$ cat src/rtl/buzzer_tone_driver.sv
// Piezo square-wave driver: phase-aligned start on request, and on release the
// current high half-period always completes so the pin never carries a runt pulse.
module buzzer_tone_driver #(
  parameter int HALF_PERIOD = 12500
) (
  input  logic clk,
  input  logic rst_n,
  input  logic en,
  input  logic buzz,
  output logic buzzer_out,
  output logic active
);

  localparam int              CW       = $clog2(HALF_PERIOD);
  localparam logic [CW-1:0]   CNT_TC   = CW'(HALF_PERIOD - 1);
  localparam logic [CW-1:0]   CNT_ZERO = CW'(0);
  localparam logic [CW-1:0]   CNT_ONE  = CW'(1);

  localparam logic [1:0] ST_IDLE  = 2'd0;
  localparam logic [1:0] ST_TONE  = 2'd1;
  localparam logic [1:0] ST_DRAIN = 2'd2;

  logic          req_q;
  logic [1:0]    state_q, state_d;
  logic [CW-1:0] cnt_q, cnt_d;
  logic          out_q, out_d;
  logic          active_q, active_d;
  logic          tc_s;

  assign tc_s = (cnt_q == CNT_TC);

  // Next-state logic; DRAIN holds the pin high until the running half ends.
  always_comb begin
    state_d = state_q;
    cnt_d   = cnt_q;
    out_d   = out_q;
    case (state_q)
      ST_IDLE: begin
        cnt_d = CNT_ZERO;
        if (req_q) begin
          state_d = ST_TONE;
          out_d   = 1'b1;
        end else begin
          state_d = ST_IDLE;
          out_d   = 1'b0;
        end
      end
      ST_TONE: begin
        if (tc_s) begin
          cnt_d = CNT_ZERO;
          out_d = ~out_q;
        end else begin
          cnt_d = cnt_q + CNT_ONE;
          out_d = out_q;
        end
        if (req_q) begin
          state_d = ST_TONE;
        end else if (!out_q) begin
          // Low half: stop at once, never begin another high half.
          state_d = ST_IDLE;
          cnt_d   = CNT_ZERO;
          out_d   = 1'b0;
        end else if (tc_s) begin
          state_d = ST_IDLE;
        end else begin
          state_d = ST_DRAIN;
        end
      end
      ST_DRAIN: begin
        if (tc_s) begin
          cnt_d   = CNT_ZERO;
          out_d   = 1'b0;
          state_d = req_q ? ST_TONE : ST_IDLE;
        end else begin
          cnt_d   = cnt_q + CNT_ONE;
          out_d   = 1'b1;
          state_d = req_q ? ST_TONE : ST_DRAIN;
        end
      end
      default: begin
        state_d = ST_IDLE;
        cnt_d   = CNT_ZERO;
        out_d   = 1'b0;
      end
    endcase
    active_d = (state_d != ST_IDLE);
  end

  // Request is sampled once so every decision sees the same synchronous value.
  always_ff @(posedge clk or negedge rst_n) begin
    if (!rst_n) begin
      req_q <= 1'b0;
    end else begin
      req_q <= en & buzz;
    end
  end

  // State, counter and registered outputs.
  always_ff @(posedge clk or negedge rst_n) begin
    if (!rst_n) begin
      state_q  <= ST_IDLE;
      cnt_q    <= CNT_ZERO;
      out_q    <= 1'b0;
      active_q <= 1'b0;
    end else begin
      state_q  <= state_d;
      cnt_q    <= cnt_d;
      out_q    <= out_d;
      active_q <= active_d;
    end
  end

  assign buzzer_out = out_q;
  assign active     = active_q;

endmodule

$ cat config.mk
export PLATFORM = sky130hd
export DESIGN_NAME = buzzer_tone_driver
export DESIGN_NICKNAME = d
export VERILOG_FILES = /design/src/rtl/buzzer_tone_driver.sv
export SDC_FILE = /design/constraint.sdc
export NUM_CORES = 1
export LEC_CHECK = 0
export CORE_MARGIN = 5
export CORE_UTILIZATION = 60
export DETAILED_ROUTE_END_ITERATION = 8
export HOLD_SLACK_MARGIN = 0.06
export PLACE_DENSITY = 0.85
export SKIP_CTS_REPAIR_TIMING = 1
export SLEW_MARGIN = 20
export SYNTH_ARGS = -nofsm -noshare
export SYNTH_HDL_FRONTEND = slang
export SYNTH_SLANG_ARGS = --single-unit
$ cat constraint.sdc
create_clock -name clk -period 4.7 [get_ports clk]
set_input_delay 1.41 -clock clk [delete_from_list [all_inputs] [get_ports clk]]
set_output_delay 1.41 -clock clk [all_outputs]
set_load 0.02 [all_outputs]
==> results.txt, run 1 <==
* Uppermost signal routing layer after detailed routing: met4
- The first global-routing pass estimated 2940 um of wire.
- The first routing iteration left 12 violations.
* Net count, final: 110
- Achievable Freq: 370 MHz
- Of the synthesized area, sequential elements account for 0.472.
* Antenna fix cells: 0
* Cell Pwr Density: 280 mW/mm2
- The initial utilization of the core area, before any placement, comes to 0.653.
- Setup slack on the worst reg-to-reg path comes out at 2600 ps.
* Grt total ovfl: 0
* Worst Hold Launch: cnt_q[0]
- Mean cell area of the mapped netlist: 10.8 um2
- The max-slew violation count is 0.
- Largest net degree at the start of global routing: 20
* Routed length on met2: 785 um
* Worst-path clk slew: 110 ps
* WL per Instance: 14.3 um
* Number of buffers inserted by port buffering: 5
* Static Leak: 0.490 nW
- HPWL reported at the end of detailed placement: 1230 um
* Number of warnings reported in the yosys synthesis log: 0
- Cell-by-cell trace of the critical path: clkdlybuf4s50_1
- Overall routing resource usage: 0.153
- Pin slew with the least headroom to its limit: 824 ps
- For this run, the detailed router's first-pass iteration total came to 2.
* Die H: 51.0 um
* Endpoint, Worst Hold: cnt_q[0]
* Slew headroom: 0.449
* Post-detailed-placement cell area: 0.00106 mm2
* Sequential cell fraction of total power: 0.575
- Among all flip-flop cells after synthesis, the most frequent one is dfrtp_1.
* Endpoint type of the worst setup path: output port
* Status: completed
- Final std cells w/o fill: 115
- Together, buffers and inverters on the worst path number 1.
- Routed WL: 1650 um
- Final period util: 0.576
- The share of total power dissipated in the clock network is 0.272.
- Data arrives at the worst endpoint at 1300 ps.
- The worst path in the final design needs a cycle of 2710 ps, including I/O delays and setup.
- In this run the number of H-tree levels came out at 1.
- VDD IR-drop max: 0.000246 V
- FF-to-FF End: buzzer_out
- Switching pwr: 0.0814 mW
* Part of the power in combinational logic: 0.152
* Setup TNS Final: 0 ps
* Via density per instance: 5.83
- Num rows: 14
- The floorplan step defined a die boundary enclosing 0.00260 mm2.
* Area of the core: 0.00154 mm2
* Critical path peak fanout: 3
- Instance count along the most critical hold path: 1
* Layout cell share with drive strength beyond 1: 0.131
- In this run, distinct cell masters in the synthesized netlist total 30.
* Met3 wire len: 56 um
- The initial antenna violation count was 0.
* I/O Pins: 6
* Critical Path Stages: 1
* Sort of element at the start of the critical path: register
- Across the run, the number of max-cap violations was 0.
- When the netlist entered floorplanning its net count stood at 103.
* FF-to-FF path depth: 8
* Crit-path leading delay family: buffers and inverters
* Async set-reset flop share out of synthesis: 1.00
* Number of global-route vias before repair: 675
- RR Startpoint: cnt_q[0]
- Number of antenna-violating nets in the routed design: 0
- Number of remaining DRC errors: 0
- Worst EP required: 3290 ps
- Once layout is done, the placed cells without fillers occupy 0.00108 mm2.
- Number of fill cells in the layout: 125
- Total area of multi-input combinational cells: 497 um2
* Via Count: 671
* CTS tree: done
* Register bit count reported by yosys: 19
- For this run, the slowest stage of the critical path takes 610 ps.
- Yosys mapped a number of flops with a built-in enable equal to 0.
- Synthesis handed over a netlist of 93 instances.
- Clock root buffer: clkbuf_4
- Summing every instance area after synthesis gives 0.00101 mm2.
- Setup repair after global routing left no endpoint under its margin.
* Relative area change from synthesis to final layout: 7.70%
* Met1 Routed Length: 761 um
* Final hold viol count: 0
- In this run the worst hold path is classified as register to register.
- Switching part of the total: 0.268
- The clock drives 19 sinks.
- Crit Path Category: register to output port
- Final clock skew: 3.75 ps
* Storage cell area: 475 um2
- For the worst-skew pair, the clock arrives at the later sink with an insertion delay of 300 ps.
- Die X: 51.0 um
* Master of the slowest instance on the critical path: clkdlybuf4s50_1
* Post-Place Cells: 111
- Buffer depth of the longest clock path: 2
- Cell internal power was estimated by the tool at 0.223 mW.
- Setup violations remaining at the end of the flow were counted as 0.
- GP Congestion: 0.813
- TritonCTS created 3 clock buffers.
logic make-up (layout without fill, tap and decap cells):
group | count (synthesis) | in the layout | share of synthesized area
AOI/OAI and AO/OA | 6 | 6 | 0.0571
and+or+nand+nor | 43 | 43 | 0.257
DFF | 19 | 19 | 0.472
buffers and inverters | 7 | 13 | 0.0348
xor gates and xnor gates | 12 | 12 | 0.104
adders and majority gates | 6 | 6 | 0.0745
power groups by stage:
| stage | combinational, mW | sequential, mW | clock (mW) |
|---|---|---|---|
| detailed placement | 0.0470 | 0.178 | 0 |
| global route | 0.0524 | 0.176 | 0.0940 |
| CTS | 0.0471 | 0.175 | 0.0877 |
| floorplan | 0.0252 | 0.182 | 0 |
| finish | 0.0463 | 0.175 | 0.0828 |
| global placement | 0.0452 | 0.178 | 0 |
worst max path at each step:
stage                 endpoint        from
CTS                 buzzer_out  buzzer_out
detailed placement   cnt_q[12]       rst_n
global placement     cnt_q[11]       rst_n
finish              buzzer_out  buzzer_out
global route        buzzer_out  buzzer_out
floorplan           buzzer_out    cnt_q[0]
cell type report:
class | instances | share of cell area
Tap cell | 16 | 0.0185
Clock buffer | 3 | 0.0208
Sequential cell | 19 | 0.438
Timing Repair Buffer | 5 | 0.0461
Clock inverter | 1 | 0.00461
Multi-Input combinational cell | 67 | 0.458
Inverter | 4 | 0.0138
cell usage after synthesis (2+ instances only):
| library cell | instances | share of area |
|---|---|---|
| nand2_1 | 3 | 0.011 |
| inv_1 | 4 | 0.015 |
| nand4_1 | 5 | 0.031 |
| dfrtp_1 | 19 | 0.47 |
| nor2_1 | 16 | 0.060 |
| and4_1 | 2 | 0.017 |
| nand3_1 | 4 | 0.020 |
| and2_1 | 3 | 0.019 |
| xor2_1 | 11 | 0.096 |
| ha_1 | 6 | 0.075 |
metal layers:
layer,track usage,up-vias
li1,-,328
met1,0.177,328
met2,0.244,10
met3,0.0407,5
met4,0.106,0
met5,0,-
registers in the layout (all words and copies together) (netlist names):
signal and count:
active 1, cnt_q 14, req_q 1, state_q 2, buzzer_out 1
metrics by stage:
stage          utilization  worst slack (ps)  power, mW  hold slack (ps)
3_3_place_gp         0.686              2240      0.223              435
3_5_place_dp         0.686              2240      0.225              448
2_1_floorplan            -              2840      0.207              422
4_1_cts              0.704              1970      0.310              463
5_1_grt              0.704              1920      0.322              510
6_report             0.704              1990      0.304              460
cells in the final DEF (no fill, tap or decap), drive strengths merged, types with 2 or more instances in the layout:
cell type | synthesis | layout
clkbuf | 1 | 3
nor4b | 2 | 2
and2 | 4 | 4
nand2 | 3 | 3
and4 | 2 | 2
inv | 4 | 4
nor2 | 17 | 17
ha | 6 | 6
nand3 | 4 | 4
clkdlybuf4s50 | 0 | 5
nand4 | 6 | 6
xor2 | 11 | 11
dfrtp | 19 | 19
No activity file was read; power rests on OpenSTA's default activity.
==> run 2: changes to the inputs <==
- CORE_UTILIZATION: 60 -> 56
- PLACE_DENSITY: 0.85 -> 0.81
- clock period: 4.7 -> 2.5 ns (I/O delays scaled with it)
==> results.txt, run 2 (same netlist as run 1, synthesis figures left out) <==
- In the finished design, the share of the clock period the worst path needs comes to 0.816.
* Sort of element at the start of the critical path: register
- Setup TNS Final: 0 ps
- Die H: 52.4 um
- The net count of the finished layout is 111.
* Largest register by flop count: cnt_q
- Data on the critical path arrives at its endpoint at 1290 ps.
* Number of antenna-violating nets in the routed design: 0
- The floorplan step defined a die boundary enclosing 0.00275 mm2.
- Largest net degree at the start of global routing: 20
- The largest registers in the layout are cnt_q (14), state_q (2).
- Relative area change from synthesis to final layout: 9.44%
* Antenna fix cells: 0
- Measured along the x axis, the die boundary spans 52.4 um.
- Of all nets on the critical path, the largest fanout is 3.
- Hold Path Class: register to register
- Max-cap violations in this run came to 0.
- The final layout contains routed wiring with a total length of 1630 um.
- GP Congestion: 0.804
- The first routing iteration left 21 violations.
- For this run, the top clock speed supported by timing is 490 MHz.
- Clock buffers created by TritonCTS: 3
- Starting Density: 0.583
- Area of the core: 0.00173 mm2
- Most frequent cells in the layout: dfrtp_1, nor2_1, xor2_1
- In the final layout, the share of cells above drive strength 1 is 0.130.
- Cell-by-cell trace of the critical path: clkdlybuf4s50_1
- The via count of the first global-routing pass came to 717.
- For this run, the slowest stage of the critical path takes 620 ps.
* Most common cell after layout, fill and taps aside: dfrtp_1
* Clock insertion delay at the later pin of the skew report: 290 ps
- Minimum period implied by the final worst setup slack: 2040 ps
* Total iterations of the first detailed-routing run: 4
- Clock root buffer: clkbuf_4
- Worst-path clk slew: 100 ps
- Dividing total power by cell area gives a power density of 512 mW/mm2.
- STA classifies the critical path endpoint as an output port.
* Master of the slowest instance on the critical path: clkdlybuf4s50_1
* WL per Instance: 13.1 um
* Final setup viols: 0
- Num rows: 15
- Overall routing resource usage: 0.149
- Slew Viols, Final: 0
* Wire length of the first global-routing pass: 3040 um
- Slew headroom: 0.587
* Static Leak: 0.492 nW
* I/O Pins: 6
- Status: completed
* Crit Path Category: register to output port
* Max FFs per register: 14
- Worst EP required: 1750 ps
* Buffer depth of the longest clock path: 2
* VDD IR-drop max: 0.000371 V
- Num Clock Sinks: 19
- The initial antenna violation count is 0.
- The clock arrives with 3.46 ps of skew.
- During placement, the flow inserted port buffers numbering 5.
* RSZ-0062 raised after global routing: false
- In this run the number of H-tree levels came out at 1.
- Final hold viol count: 0
- HPWL reported at the end of detailed placement: 1220 um
- The total overflow left after global routing is 0.
- At the pin with the least slew margin, the transition time is 617 ps.
- The routed layout has 677 vias.
* Number of remaining DRC errors: 0
- Across all hold checks on the routed design, the worst slack comes to 455 ps.
* Crit-path leading delay family: buffers and inverters
- CTS tree: done
- Via density per instance: 5.42
- Buffering stage count on the worst path with inverters included: 1
## run 2: worst paths after layout
| path | start | endpoint | slack, ps | cells after the start |
|---|---|---|---|---|
| worst min register to register | cnt_q[0] | cnt_q[0] | 450 | 1 |
| min in group asynchronous | rst_n | cnt_q[3] | 770 | 2 |
| worst min-delay path | cnt_q[0] | cnt_q[0] | 450 | 1 |
| worst max register to register | cnt_q[0] | buzzer_out | 480 | 8 |
| worst max-delay path | buzzer_out | buzzer_out | 460 | 1 |
| max in group asynchronous | rst_n | cnt_q[6] | 1530 | 2 |
## run 2: metrics by stage
| stage | utilization | worst slack (ps) | instances | total power [mW] | cell area, um2 |
|---|---|---|---|---|---|
| 6_report | 0.638 | 461 | 125 | 0.564 | 1100 |
| 5_1_grt | 0.638 | 285 | 125 | 0.597 | 1100 |
| 4_1_cts | 0.638 | 450 | 125 | 0.571 | 1100 |
| 3_5_place_dp | 0.623 | 499 | 121 | 0.425 | 1080 |
| 3_3_place_gp | 0.623 | 574 | 121 | 0.420 | 1080 |
| 2_1_floorplan | - | 641 | 93 | 0.390 | 1010 |
## run 2: power by group
| part | total (mW) | internal [mW] | switching, mW |
|---|---|---|---|
| Sequential | 0.329 | 0.320 | 0.00936 |
| Combinational | 0.0878 | 0.0400 | 0.0479 |
| Clock | 0.147 | 0.0620 | 0.0849 |
| Total | 0.564 | 0.422 | 0.142 |
## run 2: cell type report
cell class | instances | area [um2]
clock buffers | 4 | 26.3
fillers | 132 | 624
inverters | 4 | 15.0
multi-input cells | 67 | 497
flip-flops and latches | 19 | 475
well taps | 25 | 31.3
repair buffers | 6 | 57.6
## run 2: routing by layer
| layer | track usage | wire length, um | share of wire | vias to the layer above |
|---|---|---|---|---|
| met3 | 0.0427 | 76 | 0.047 | 0 |
| met1 | 0.181 | 755 | 0.46 | 332 |
| met5 | 0 | 0 | 0 | - |
| met4 | 0.0596 | 0 | 0 | 0 |
| li1 | - | - | - | 331 |
| met2 | 0.246 | 803 | 0.49 | 14 |
==> run 3: changes to the inputs <==
- clock period: 2.5 -> 2.07 ns (I/O delays scaled with it)
==> results.txt, run 3 (same netlist as run 1, synthesis figures left out) <==
- The number of cells on the worst reg-to-reg path is 7.
- Via Count: 673
* Area of the core: 0.00173 mm2
- Sequential cell fraction of total power: 0.565
- Hold Path Class: register to register
* Tot Pwr: 0.702 mW
- Relative area change from synthesis to final layout: 10.3%
* Layout cell share with drive strength beyond 1: 0.149
- Crit-path leading delay family: buffers and inverters
- Final hold viol count: 0
- Final setup viols: 0
- The first TritonRoute pass finished after 4 iterations.
- In the layout the commonest cells are dfrtp_1, nor2_1, xor2_1.
- GP Congestion: 0.745
- The worst hold path terminates at cnt_q[0].
- Achievable Freq: 518 MHz
- Critical path peak fanout: 3
* Endpoint type of the worst setup path: output port
* Instance count along the most critical hold path: 1
* Largest registers ranked by flip-flop count: cnt_q (14), state_q (2)
- Cell Int Power: 0.507 mW
- The clock reaches the later pin of the worst-skew pair after 300 ps.
- Static Leak: 0.500 nW
- The worst register-to-register path begins at cnt_q[2].
- Antenna fix cells: 0
- Sort of element at the start of the critical path: register
* Max-Cap Viols: 0
* Number of buffers inserted by port buffering: 5
- Via density per instance: 5.34
- Part of the power in combinational logic: 0.151
- Starting Density: 0.583
- The routed design could run at a clock period as short as 1930 ps.
- Post-detailed-placement cell area: 0.00108 mm2
- By startpoint and endpoint, the worst setup path is classified as register to output port.
* Worst-path clk slew: 120 ps
- The first routing iteration left 6 violations.
* Buffer depth of the longest clock path: 2
- The HPWL after detailed placement is 1260 um.
* Number of global-route vias before repair: 687
- Of the total power, the clock network draws 0.284.
- Clock root buffer: clkbuf_4
- TritonCTS built the clock tree.
* Final period util: 0.932
* Setup TNS Final: 0 ps
- Delay of the slowest critical-path stage: 620 ps
* Total Die Area: 0.00275 mm2
* Worst EP required: 1450 ps
- Data arrives at the worst endpoint at 1310 ps.
- Measured along the x axis, the die boundary spans 52.4 um.
- Net count, final: 112
* Worst Hold Launch: cnt_q[0]
* Die H: 52.4 um
- Switching pwr: 0.196 mW
- The signal on the critical path passes through clkdlybuf4s50_1.
- CTS saw 19 sinks.
- The final layout contains routed wiring with a total length of 1750 um.
- In this run the number of H-tree levels came out at 1.
- Initial antenna violation count: 0
* Max FFs per register: 14
- After detailed routing, the average wire length per cell comes to 13.9 um.
- Largest register by flop count: cnt_q
- Clock buffers created by TritonCTS: 3
- Entering global routing, the biggest net connects 20 pins.
- Num rows: 15
* Overall routing resource usage: 0.152
- Global routing finished with a remaining overflow of 0.
* Pin slew with the least headroom to its limit: 611 ps
- The flow ran to the end, and the final reports show no timing, DRC or antenna violations.
- Setup repair after global routing left no endpoint under its margin.
* Number of remaining DRC errors: 0
- Across the VDD grid, the largest voltage drop is 0.000425 V.
* Slew Viols, Final: 0
* FF-to-FF End: buzzer_out
- In this run the remaining antenna-violating nets after routing total 0.
* Cell Pwr Density: 632 mW/mm2
- The first global-routing pass estimated 2970 um of wire.
* Switching part of the total: 0.279
- Internal reg-to-reg setup slack: 190 ps
* Master of the slowest instance on the critical path: clkdlybuf4s50_1
- I/O Pins: 6
* Most common cell after layout, fill and taps aside: dfrtp_1
- Final clock skew: 2.31 ps
- Buffering stage count on the worst path with inverters included: 1
- The worst pin sits at a relative slew slack of 0.591.
- Post-route cell area: 0.00111 mm2
run 3: cell types whose count changed in the layout (fill, tap and decap cells not counted), sizes merged:
| cell | previous run | this run |
|---|---|---|
| clkinv | 0 | 1 |
| buf | 1 | 2 |
| clkbuf | 4 | 3 |
run 3: power by group through the flow:
stage	registers, mW	clock network [mW]	logic (mW)
after floorplan	0.414	0	0.0572
after global placement	0.404	0	0.105
after detailed placement	0.404	0	0.107
after CTS	0.397	0.193	0.107
after global routing	0.399	0.217	0.118
final	0.397	0.199	0.106
run 3: metrics by stage:
| step | instances | util | hold WS (ps) | setup slack, ps |
|---|---|---|---|---|
| floorplan | 93 | - | 325 | 211 |
| global placement | 122 | 0.628 | 436 | 257 |
| detailed placement | 122 | 0.628 | 447 | 206 |
| CTS | 126 | 0.643 | 462 | 142 |
| global route | 126 | 0.643 | 470 | 86.2 |
| finish | 126 | 0.643 | 461 | 140 |
run 3: worst max path at each step:
| stage | startpoint | endpoint | slack (ps) | cells past startpoint |
|---|---|---|---|---|
| after floorplan | cnt_q[0] | buzzer_out | 210 | 8 |
| after global routing | cnt_q[3] | buzzer_out | 90 | 7 |
| after CTS | buzzer_out | buzzer_out | 140 | 1 |
| final | buzzer_out | buzzer_out | 140 | 1 |
| after detailed placement | cnt_q[2] | buzzer_out | 210 | 7 |
| after global placement | cnt_q[2] | buzzer_out | 260 | 7 |
run 3: area by class of cell:
type / count / area, um2
fill: 147 / 616
multi-input combinational: 67 / 497
sequential: 19 / 475
timing repair buffer: 7 / 65.1
tap: 25 / 31.3
clock buffer: 3 / 22.5
inverter: 4 / 15.0
clock inverter: 1 / 5.00
run 3: per-layer routing:
layer / GRT usage / up-vias / wire length (um)
li1: - / 333 / -
met5: 0 / - / 0
met3: 0.0342 / 2 / 52
met1: 0.187 / 328 / 827
met4: 0.0766 / 0 / 21
met2: 0.248 / 10 / 845
